$ cat src/rtl/roman_scroll_disp.sv
// roman_scroll_disp: converts 0..89 to a Roman symbol string one symbol per cycle,
// then scans (and scrolls, if too long) it over a multiplexed 7-segment bank.
module roman_scroll_disp #(
   parameter int VAL_WIDTH   = 7,
   parameter int NUM_DIGITS  = 4,
   parameter int SEG_WIDTH   = 7,
   parameter int REFRESH_DIV = 50000,
   parameter int SCROLL_DIV  = 25000000,
   parameter int MAX_SYM     = 8
) (
   input  logic                  clk,
   input  logic                  rst_n,
   input  logic                  in_valid,
   input  logic [VAL_WIDTH-1:0]  in,
   output logic                  in_ready,
   output logic                  busy,
   output logic                  err,
   output logic [SEG_WIDTH-1:0]  seg_out,
   output logic [NUM_DIGITS-1:0] an_out
);
   typedef enum logic [1:0] {IDLE, CONVERT, SHOW} state_t;
   localparam int LW = $clog2(MAX_SYM + 1);
   localparam int RW = REFRESH_DIV > 1 ? $clog2(REFRESH_DIV) : 1;
   localparam int SW = SCROLL_DIV > 1 ? $clog2(SCROLL_DIV) : 1;
   localparam int KW = NUM_DIGITS > 1 ? $clog2(NUM_DIGITS) : 1;
   localparam int PW = $clog2(MAX_SYM + NUM_DIGITS + 1) + 1;
   localparam logic [2:0] C_NUL = 3'd0, C_I = 3'd1, C_V = 3'd2, C_X = 3'd3, C_L = 3'd4;

   state_t                state_q, state_d;
   logic [VAL_WIDTH-1:0]  rem_q, rem_d, sub;
   logic [2:0]            pend_q, pend_d, sym, dsym;
   logic [2:0]            sbuf_q [MAX_SYM];
   logic [2:0]            sbuf_d [MAX_SYM];
   logic [LW-1:0]         len_q, len_d, off_q, off_d;
   logic                  err_q, err_d, accept;
   logic [RW-1:0]         ref_q, ref_d;
   logic [SW-1:0]         scr_q, scr_d;
   logic [KW-1:0]         k_q, k_d;
   logic [PW-1:0]         pos, p;
   logic [SEG_WIDTH-1:0]  seg_q, seg_d;
   logic [NUM_DIGITS-1:0] an_q, an_d;

   function automatic logic [SEG_WIDTH-1:0] image(input logic [2:0] s);
      image = s == C_I ? SEG_WIDTH'(7'b1111001) :
              s == C_V ? SEG_WIDTH'(7'b1000001) :
              s == C_X ? SEG_WIDTH'(7'b0001001) :
              s == C_L ? SEG_WIDTH'(7'b1000111) : SEG_WIDTH'(7'b1111111);
   endfunction

   assign in_ready = state_q != CONVERT;
   assign busy     = state_q == CONVERT;
   assign err      = err_q;
   assign seg_out  = seg_q;
   assign an_out   = an_q;

   always_comb begin
      state_d = state_q;
      rem_d   = rem_q;
      pend_d  = pend_q;
      sbuf_d  = sbuf_q;
      len_d   = len_q;
      off_d   = off_q;
      err_d   = err_q;
      ref_d   = ref_q;
      scr_d   = scr_q;
      k_d     = k_q;
      sym     = C_NUL;
      sub     = '0;
      accept  = in_valid && in_ready;
      if (state_q != IDLE) begin
         ref_d = ref_q == RW'(REFRESH_DIV - 1) ? '0 : ref_q + 1'b1;
         if (ref_q == RW'(REFRESH_DIV - 1)) k_d = k_q == KW'(NUM_DIGITS - 1) ? '0 : k_q + 1'b1;
      end
      if (state_q == CONVERT) begin
         // Pairs (XL, IX, IV) emit their first symbol now and park the second in pend_q
         if (rem_q > VAL_WIDTH'(89)) err_d = 1'b1;
         else if (pend_q != C_NUL) begin
            sym    = pend_q;
            sub    = pend_q == C_L ? VAL_WIDTH'(40) : pend_q == C_X ? VAL_WIDTH'(9) : VAL_WIDTH'(4);
            pend_d = C_NUL;
         end
         else if (rem_q >= VAL_WIDTH'(50)) begin sym = C_L; sub = VAL_WIDTH'(50); end
         else if (rem_q >= VAL_WIDTH'(40)) begin sym = C_X; pend_d = C_L; end
         else if (rem_q >= VAL_WIDTH'(10)) begin sym = C_X; sub = VAL_WIDTH'(10); end
         else if (rem_q >= VAL_WIDTH'(9))  begin sym = C_I; pend_d = C_X; end
         else if (rem_q >= VAL_WIDTH'(5))  begin sym = C_V; sub = VAL_WIDTH'(5); end
         else if (rem_q >= VAL_WIDTH'(4))  begin sym = C_I; pend_d = C_V; end
         else if (rem_q >= VAL_WIDTH'(1))  begin sym = C_I; sub = VAL_WIDTH'(1); end
         if (sym != C_NUL) begin
            for (int i = 0; i < MAX_SYM; i++) if (len_q == LW'(i)) sbuf_d[i] = sym;
            len_d = len_q + 1'b1;
         end
         rem_d = rem_q - sub;
         if (err_d || rem_d == '0) state_d = SHOW;
      end
      if (state_q == SHOW && int'(len_q) > NUM_DIGITS) begin
         scr_d = scr_q == SW'(SCROLL_DIV - 1) ? '0 : scr_q + 1'b1;
         if (scr_q == SW'(SCROLL_DIV - 1)) off_d = off_q == len_q ? '0 : off_q + 1'b1;
      end
      if (accept) begin
         state_d = CONVERT;
         rem_d   = in;
         pend_d  = C_NUL;
         for (int i = 0; i < MAX_SYM; i++) sbuf_d[i] = C_NUL;
         len_d   = '0;
         off_d   = '0;
         scr_d   = '0;
         err_d   = 1'b0;
      end
   end

   always_comb begin
      // Scrolling windows wrap over len+1 slots; slot len is the blank gap
      pos  = PW'(off_q) + PW'(k_q);
      p    = (int'(len_q) > NUM_DIGITS && pos > PW'(len_q)) ? pos - PW'(len_q) - 1'b1 : pos;
      dsym = C_NUL;
      for (int i = 0; i < MAX_SYM; i++) if (p == PW'(i) && LW'(i) < len_q) dsym = sbuf_q[i];
      seg_d = state_q == SHOW ? image(dsym) : image(C_NUL);
      an_d  = state_q == IDLE ? '1 : ~(NUM_DIGITS'(1) << k_q);
   end

   always_ff @(posedge clk or negedge rst_n) begin
      if (!rst_n) begin
         state_q <= IDLE;
         rem_q   <= '0;
         pend_q  <= C_NUL;
         for (int i = 0; i < MAX_SYM; i++) sbuf_q[i] <= C_NUL;
         len_q   <= '0;
         off_q   <= '0;
         err_q   <= 1'b0;
         ref_q   <= '0;
         scr_q   <= '0;
         k_q     <= '0;
         seg_q   <= image(C_NUL);
         an_q    <= '1;
      end else begin
         state_q <= state_d;
         rem_q   <= rem_d;
         pend_q  <= pend_d;
         sbuf_q  <= sbuf_d;
         len_q   <= len_d;
         off_q   <= off_d;
         err_q   <= err_d;
         ref_q   <= ref_d;
         scr_q   <= scr_d;
         k_q     <= k_d;
         seg_q   <= seg_d;
         an_q    <= an_d;
      end
   end
endmodule
$ cat config.mk
export PLATFORM = sky130hd
export DESIGN_NAME = roman_scroll_disp
export DESIGN_NICKNAME = d
export VERILOG_FILES = /design/src/rtl/roman_scroll_disp.sv
export SDC_FILE = /design/constraint.sdc
export NUM_CORES = 1
export LEC_CHECK = 0
export ABC_AREA = 1
export CORE_MARGIN = 8
export CORE_UTILIZATION = 41
export CTS_CLUSTER_SIZE = 24
export DETAILED_ROUTE_END_ITERATION = 12
export DONT_BUFFER_PORTS = 1
export HOLD_SLACK_MARGIN = 0.12
export PLACE_DENSITY_LB_ADDON = 0.08
export SLEW_MARGIN = 20
export SYNTH_ARGS = -nofsm -noshare
export SYNTH_HDL_FRONTEND = slang
export SYNTH_SLANG_ARGS = --single-unit
export TNS_END_PERCENT = 30
$ cat constraint.sdc
create_clock -name clk -period 3.9 [get_ports clk]
set_input_delay 0 -clock clk [delete_from_list [all_inputs] [get_ports clk]]
set_output_delay 0 -clock clk [all_outputs]
set_load 0.01 [all_outputs]
==> impl_summary.log, run 1 <==
INFO  metric outcome = finished, final reports clean
INFO  metric critPathArrivalTime = 3.76 ns
INFO  metric clock_tree.buffer_depth = 2
INFO  metric number_of_diodes = 0
INFO  metric design_power_total = 0.005334 W
INFO  metric synthesis.yosys.warnings = 0
INFO  metric synth_nets = 799
INFO  metric totalWireLength = 13760 um
INFO  metric tns = 0 ns
INFO  metric vert_die_dim = 136.4 um
INFO  metric worstPathMaxFanout = 8
INFO  metric core_area = 14370 um2
INFO  metric drtPass1Iterations = 5
INFO  metric post-cts-setup-buffers = 0
INFO  metric fin_skew = 0.009066 ns
INFO  metric worst-slew-pin-transition = 0.4982 ns
INFO  metric numPortBuffers = 0
INFO  metric grt_overflow_total = 0
INFO  metric clock_latency = 0.35 ns
INFO  metric drcViolationCount = 0
INFO  metric syn-mean-instance-area = 7.786 um2
INFO  metric globalRouteTotalUtil = 15.64%
INFO  metric synth_cell_types = 51
INFO  metric clk_transition_reported_paths = 0.07 ns
INFO  metric cts_tree = yes
INFO  metric synth-async-reset-ratio = 100.0%
INFO  metric max-vdd-ir-drop = 286.6 uV
INFO  metric hold_viol_final = 0
INFO  metric flow.area_growth_from_synthesis = 10.55%
INFO  metric maxCapViolations = 0
INFO  metric post_route_cells_drive_above_1_share = 8.940%
INFO  metric dp_slack = 0.3246 ns
INFO  metric max_freq = 0.2859 GHz
INFO  metric cts-root-buf = sky130_fd_sc_hd__clkbuf_16
INFO  metric numClockSinks = 96
INFO  metric timing.hold.worst.class = primary input to async pin
INFO  metric grt_start_max_net_pins = 97
INFO  metric cts_buffers = 9
INFO  metric floorplan.initialDensity = 41.34%
INFO  metric antenna_found_initial = 0
INFO  metric floorplan.die_area = 18600 um2
INFO  metric yosys_most_used_dff = sky130_fd_sc_hd__dfrtp_1
INFO  metric netlist_instances = 763
INFO  metric synth-seq-cells = 96
INFO  metric vias_post_dr = 5015
INFO  metric first_global_vias = 4804
INFO  metric power_density = 812.2 nW/um2
INFO  metric post_synth_instance_area = 5941 um2
INFO  metric floorplan.die.width = 136.4 um
INFO  metric rsz0062_at_grt = false
INFO  metric htree_num_levels = 3
INFO  metric most-common-layout-cells = sky130_fd_sc_hd__nand2_1, sky130_fd_sc_hd__inv_1, sky130_fd_sc_hd__dfrtp_1, sky130_fd_sc_hd__nor2_1, sky130_fd_sc_hd__o21ai_0
INFO  metric power.static_leakage = 3.104 nW
INFO  metric synth_enable_flop_cells = 0
INFO  metric post-route-worst-setup-slack = 0.4022 ns
INFO  metric avgRoutedWirePerCell = 14.23 um
INFO  metric crit_required = 4.16 ns
INFO  metric layout.cells.most_common = sky130_fd_sc_hd__nand2_1
INFO  metric timing.slew.headroom = 66.44%
INFO  metric top_level_ports = 24
INFO  metric drtIter0Drc = 362
INFO  metric design.final.nets = 814
INFO  metric fp-row-count = 44
INFO  metric critPathKind = flip-flop to flip-flop
INFO  metric period_share = 89.69%
INFO  metric timing_max_transition_violations_final = 0
INFO  metric drt.antenna.violating_nets = 0
INFO  metric avgViaCountPerCell = 5.186
INFO  metric timing.final.setup_violations = 0
INFO  metric seq_area_frac_synth = 40.61%
INFO  metric gpl.final_weighted_congestion = 0.8708
INFO  metric num-fill-cells = 1408
INFO  metric finalCriticalPeriod = 3.498 ns
INFO  metric cp-start-kind = flip-flop
INFO  metric worst_setup_path_end_kind = flip-flop
INFO  metric post-dp-hpwl = 10140 um
INFO  metric grt_first_pass_wirelength = 23460 um
report_power, final:
part,internal (W),switching (W)
Sequential,0.00130,0.000273
Clock,0.000514,0.000390
Combinational,0.000951,0.00191
Total,0.00276,0.00257
cells in the mapped netlist (2+ instances only):
library cell,instances,area [um2]
sky130_fd_sc_hd__o221ai_1,4,35.03
sky130_fd_sc_hd__o22ai_1,4,25.02
sky130_fd_sc_hd__xor2_1,15,131.4
sky130_fd_sc_hd__nand3_1,45,225.2
sky130_fd_sc_hd__nor3_1,17,85.08
sky130_fd_sc_hd__nand3b_1,2,15.01
sky130_fd_sc_hd__nand3_4,2,35.03
sky130_fd_sc_hd__and3_1,2,12.51
sky130_fd_sc_hd__inv_1,112,420.4
sky130_fd_sc_hd__clkbuf_2,2,10.01
sky130_fd_sc_hd__nand2_4,2,22.52
sky130_fd_sc_hd__xnor2_1,2,17.52
sky130_fd_sc_hd__nand3_2,5,50.05
sky130_fd_sc_hd__dfrtp_1,88,2202
sky130_fd_sc_hd__inv_2,6,22.52
sky130_fd_sc_hd__nor3_4,2,32.53
sky130_fd_sc_hd__nor2_1,88,330.3
sky130_fd_sc_hd__buf_2,2,10.01
sky130_fd_sc_hd__fa_1,3,60.06
sky130_fd_sc_hd__nor2_4,5,56.30
sky130_fd_sc_hd__buf_4,3,22.52
sky130_fd_sc_hd__ha_1,23,287.8
sky130_fd_sc_hd__o211ai_1,2,15.01
sky130_fd_sc_hd__a211oi_1,2,15.01
sky130_fd_sc_hd__nor4_1,10,62.56
sky130_fd_sc_hd__o21ai_0,49,245.2
sky130_fd_sc_hd__nand4_1,23,143.9
sky130_fd_sc_hd__nand2_2,6,37.54
sky130_fd_sc_hd__a31oi_1,5,31.28
sky130_fd_sc_hd__a22oi_1,3,22.52
sky130_fd_sc_hd__o31ai_4,3,63.81
sky130_fd_sc_hd__nor3b_1,2,15.01
sky130_fd_sc_hd__clkbuf_1,3,11.26
sky130_fd_sc_hd__nor2_2,2,12.51
sky130_fd_sc_hd__o21a_1,4,30.03
sky130_fd_sc_hd__nand2_1,147,551.8
sky130_fd_sc_hd__a21oi_1,46,230.2
sky130_fd_sc_hd__dfstp_2,8,210.2
sky130_fd_sc_hd__o21ai_1,2,10.01
sequential cells by signal (all words and copies together), names as in the netlist:
register / flops
pend_q: 3
an_out: 4
ref_q: 16
err: 1
scr_q: 25
k_q: 2
state_q: 2
off_q: 4
len_q: 4
sbuf_q: 24
rem_q: 7
seg_out: 4
cells by family (layout without fill, tap and decap cells):
kind of cell    count (synthesis)  in the layout  share of synthesized area [%]
buf+inv                       130            150                          8.530
xor+xnor                       17             17                          2.506
fa+ha+maj                      26             26                          5.855
flops                          96             96                          40.61
other cells                     1              1                        0.06312
simple gates                  364            364                          29.23
compound gates                129            129                          13.21
worst paths after layout:
path	startpoint	slack, ns	to	depth (start not counted)
setup / recovery	off_q[0]$_DFFE_PN0P_	0.40	seg_out[2]$_DFF_PN1_	21
hold / removal	rst_n	0.25	sbuf_q[3]$_DFFE_PN0P_	2
setup reg to reg	off_q[0]$_DFFE_PN0P_	0.40	seg_out[2]$_DFF_PN1_	21
hold reg to reg	sbuf_q[23]$_DFFE_PN0P_	0.50	sbuf_q[23]$_DFFE_PN0P_	2
max in group asynchronous	rst_n	3.22	seg_out[6]$_DFF_PN1_	2
min in group clk	in[1]	0.34	rem_q[1]$_DFFE_PN0P_	3
area by class of cell:
type / instances / area (um2) / area share (%)
flip-flops and latches: 96 / 2412 / 36.73
repair buffers: 14 / 147.6 / 2.248
clock inverters: 5 / 57.56 / 0.8764
multi-input cells: 537 / 3024 / 46.05
inverters: 120 / 452.9 / 6.897
well taps: 184 / 230.2 / 3.505
clock buffers: 11 / 242.7 / 3.696
timing repair:
action,4_1_cts,5_1_grt
hold endpoints to repair,105,0
hold buffers,10,0
resized for setup,0,1
setup endpoints to repair,0,3
per-stage QoR:
stage | cells | instance area [um2] | utilization, % | hold slack (ns)
finish | 967 | 6568 | 45.71 | 0.2525
global route | 967 | 6568 | 45.71 | 0.3414
CTS | 967 | 6565 | 45.69 | 0.3151
detailed placement | 941 | 6147 | 42.78 | -0.2914
global placement | 941 | 6147 | 42.78 | -0.2923
floorplan | 763 | 5941 | - | -0.2956
worst max-delay path, cell delays in order (launching register included):
cell,delay (ns)
sky130_fd_sc_hd__dfrtp_1,0.45
sky130_fd_sc_hd__ha_1,0.25
sky130_fd_sc_hd__fa_1,0.41
sky130_fd_sc_hd__xor2_1,0.20
sky130_fd_sc_hd__ha_1,0.37
sky130_fd_sc_hd__nand2_1,0.08
sky130_fd_sc_hd__inv_1,0.09
sky130_fd_sc_hd__nand4_1,0.15
sky130_fd_sc_hd__nand3_4,0.13
sky130_fd_sc_hd__nand3_2,0.14
sky130_fd_sc_hd__nand2_1,0.10
sky130_fd_sc_hd__nand2_1,0.08
sky130_fd_sc_hd__inv_1,0.08
sky130_fd_sc_hd__nand2_1,0.08
sky130_fd_sc_hd__nor2_1,0.10
sky130_fd_sc_hd__nand2_1,0.07
sky130_fd_sc_hd__nor2_2,0.16
sky130_fd_sc_hd__nor2_1,0.07
sky130_fd_sc_hd__nand4_1,0.09
sky130_fd_sc_hd__nand2_1,0.09
sky130_fd_sc_hd__a21oi_1,0.15
sky130_fd_sc_hd__nand2_1,0.08
layer usage:
metal  wire length (um)  vias up  track usage, %  share of wire (%)
met5                  0        -               0                  0
met4                258        0           6.345                1.9
met3                539       23           2.735                3.9
met2               6244       99           24.09                 45
met1               6715     2344           21.27                 49
li1                   -     2549               -                  -
Note: power is estimated with default switching activity, not from simulation.
==> run 2, diff against run 1 <==
- MAX_ROUTING_LAYER: default -> met4
==> run 2 against run 1 <==
  * Power is essentially flat
  * Sequential share of layout area is the same
  * Final cell count is the same
  * Clock skew is essentially flat
  * Count of clock-buffer cells in the layout is the same
  * Sequential power is essentially flat
  * Via count shrank 0.66%
  * Design area is the same
==> impl_summary.log, run 2 (synthesis gave the netlist of run 1 again) <==
INFO  metric grt_overflow_total = 0
INFO  metric path_cells = ha_1 -> fa_1 -> xor2_1 -> ha_1 -> nand2_1 -> inv_1 -> nand4_1 -> nand3_4 -> nand3_2 -> nand2_1 -> nand2_1 -> inv_1 -> nand2_1 -> nor2_1 -> nand2_1 -> nor2_2 -> nor2_1 -> nand4_1 -> nand2_1 -> a21oi_1 -> nand2_1
INFO  metric post_route_cells_drive_above_1_share = 8.940%
INFO  metric globalRouteTotalUtil = 16.12%
INFO  metric hold_viol_final = 0
INFO  metric critPathArrivalTime = 3.77 ns
INFO  metric power.static_leakage = 3.104 nW
INFO  metric worst-slew-pin-transition = 0.4986 ns
INFO  metric cts-root-buf = sky130_fd_sc_hd__clkbuf_16
INFO  metric fin_skew = 0.009352 ns
INFO  metric numClockSinks = 96
INFO  metric timing.hold.worst.class = primary input to async pin
INFO  metric max_freq = 0.2851 GHz
INFO  metric cp.buffers_inverters = 2
INFO  metric cts_buffers = 9
INFO  metric rsz0062_at_grt = false
INFO  metric first_global_vias = 4801
INFO  metric layout.cells.most_common = sky130_fd_sc_hd__nand2_1
INFO  metric timing.final.setup_violations = 0
INFO  metric top_register = scr_q
INFO  metric top_level_ports = 24
INFO  metric cp-start-kind = flip-flop
INFO  metric clock_latency = 0.35 ns
INFO  metric floorplan.die.width = 136.4 um
INFO  metric floorplan.initialDensity = 41.34%
INFO  metric core_area = 14370 um2
INFO  metric crit-reg2reg-launch = off_q[0]$_DFFE_PN0P_
INFO  metric critical_path.max_stage_delay = 0.45 ns
INFO  metric outcome = finished, final reports clean
INFO  metric vias_post_dr = 4982
INFO  metric timing_max_transition_violations_final = 0
INFO  metric crit_top_cell = sky130_fd_sc_hd__nand2_1
INFO  metric finalCriticalPeriod = 3.507 ns
INFO  metric floorplan.die_area = 18600 um2
INFO  metric avgViaCountPerCell = 5.152
INFO  metric power_frac_clock = 17.0%
INFO  metric clock_tree.buffer_depth = 2
INFO  metric fp-row-count = 44
INFO  metric drtPass1Iterations = 5
INFO  metric timing.slew.headroom = 66.41%
INFO  metric drcViolationCount = 0
INFO  metric design.final.nets = 814
INFO  metric avgRoutedWirePerCell = 14.23 um
INFO  metric grt_first_pass_wirelength = 23470 um
INFO  metric maxCapViolations = 0
INFO  metric critPathKind = flip-flop to flip-flop
INFO  metric grt_start_max_net_pins = 97
INFO  metric htree_num_levels = 3
INFO  metric slowest_stage = sky130_fd_sc_hd__dfrtp_1
INFO  metric power.internal = 0.002762 W
INFO  metric total_switching_power = 0.002575 W
INFO  metric worstPathMaxFanout = 8
INFO  metric max-vdd-ir-drop = 286.4 uV
INFO  metric antenna_found_initial = 0
INFO  metric seq_power_share = 29.4%
INFO  metric crit_required = 4.16 ns
INFO  metric totalWireLength = 13760 um
INFO  metric swShare = 48.25%
INFO  metric gpl.final_weighted_congestion = 0.8850
INFO  metric largest_reg_flops = 25
INFO  metric power_density = 812.5 nW/um2
INFO  metric setup.worst_path.start = off_q[0]$_DFFE_PN0P_
INFO  metric tns = 0 ns
INFO  metric cts_tree = yes
INFO  metric flow.area_growth_from_synthesis = 10.55%
INFO  metric most-common-layout-cells = sky130_fd_sc_hd__nand2_1, sky130_fd_sc_hd__inv_1, sky130_fd_sc_hd__dfrtp_1, sky130_fd_sc_hd__nor2_1, sky130_fd_sc_hd__o21ai_0
INFO  metric period_share = 89.93%
INFO  metric clk_transition_reported_paths = 0.07 ns
INFO  metric biggestRegsByFlops = scr_q (25), sbuf_q (24), ref_q (16)
INFO  metric p_comb_share = 53.6%
INFO  metric number_of_diodes = 0
INFO  metric drt.antenna.violating_nets = 0
INFO  metric finish.utilization = 45.71%
INFO  metric worst_setup_path_end_kind = flip-flop
INFO  metric post-dp-hpwl = 10140 um
INFO  metric numPortBuffers = 0
INFO  metric cpLargestDelayFamily = simple AND/OR/NAND/NOR gates
INFO  metric drtIter0Drc = 369
INFO  metric vert_die_dim = 136.4 um
## run 2: through the flow
step                      instance area [um2]  worst slack [ns]  hold slack, ns  total power (W)  std cells
after CTS                                6565            0.3110          0.3151         0.005354        967
after detailed placement                 6147            0.3246         -0.2914         0.004390        941
final                                    6568            0.3929          0.2666         0.005336        967
after global placement                   6147            0.4409         -0.2923         0.004348        941
after floorplan                          5941            0.7679         -0.2956         0.003747        763
after global routing                     6568          0.007285          0.3386         0.005819        967
## run 2: worst paths after layout
path / endpoint / slack, ns / depth (start not counted)
min in group clk: rem_q[1]$_DFFE_PN0P_ / 0.34 / 3
max in group asynchronous: an_out[2]$_DFF_PN1_ / 3.21 / 2
max: seg_out[2]$_DFF_PN1_ / 0.39 / 21
min reg2reg: sbuf_q[23]$_DFFE_PN0P_ / 0.50 / 2
max reg2reg: seg_out[2]$_DFF_PN1_ / 0.39 / 21
min: len_q[3]$_DFFE_PN0P_ / 0.27 / 2
## run 2: routing by layer
layer / vias up / routed length [um] / global-route usage [%]
met2: 88 / 6222 / 24.04
met5: - / 0 / -
met4: 0 / 231 / 6.345
met1: 2333 / 6852 / 21.36
li1: 2544 / - / -
met3: 17 / 457 / 2.809
## run 2: power by group through the flow
| stage | logic (W) | registers [W] | clock network (W) |
|---|---|---|---|
| global placement | 0.00277 | 0.00158 | 0 |
| detailed placement | 0.00281 | 0.00158 | 0 |
| global route | 0.00324 | 0.00161 | 0.000971 |
| CTS | 0.00286 | 0.00157 | 0.000932 |
| floorplan | 0.00226 | 0.00149 | 0 |
| finish | 0.00286 | 0.00157 | 0.000907 |
## run 2: repair_timing
action / in CTS / in global routing
setup buffers: 0 / 0
endpoints found under the setup margin: 0 / 3
hold buffers: 10 / 0
resized for setup: 0 / 1
endpoints found under the hold margin: 105 / 0
## run 2: layout make-up
cell class	count	area, um2
well taps	184	230.2
multi-input cells	537	3024
repair buffers	14	147.6
clock inverters	5	57.56
fillers	1408	7801
clock buffers	11	242.7
inverters	120	452.9
flip-flops and latches	96	2412
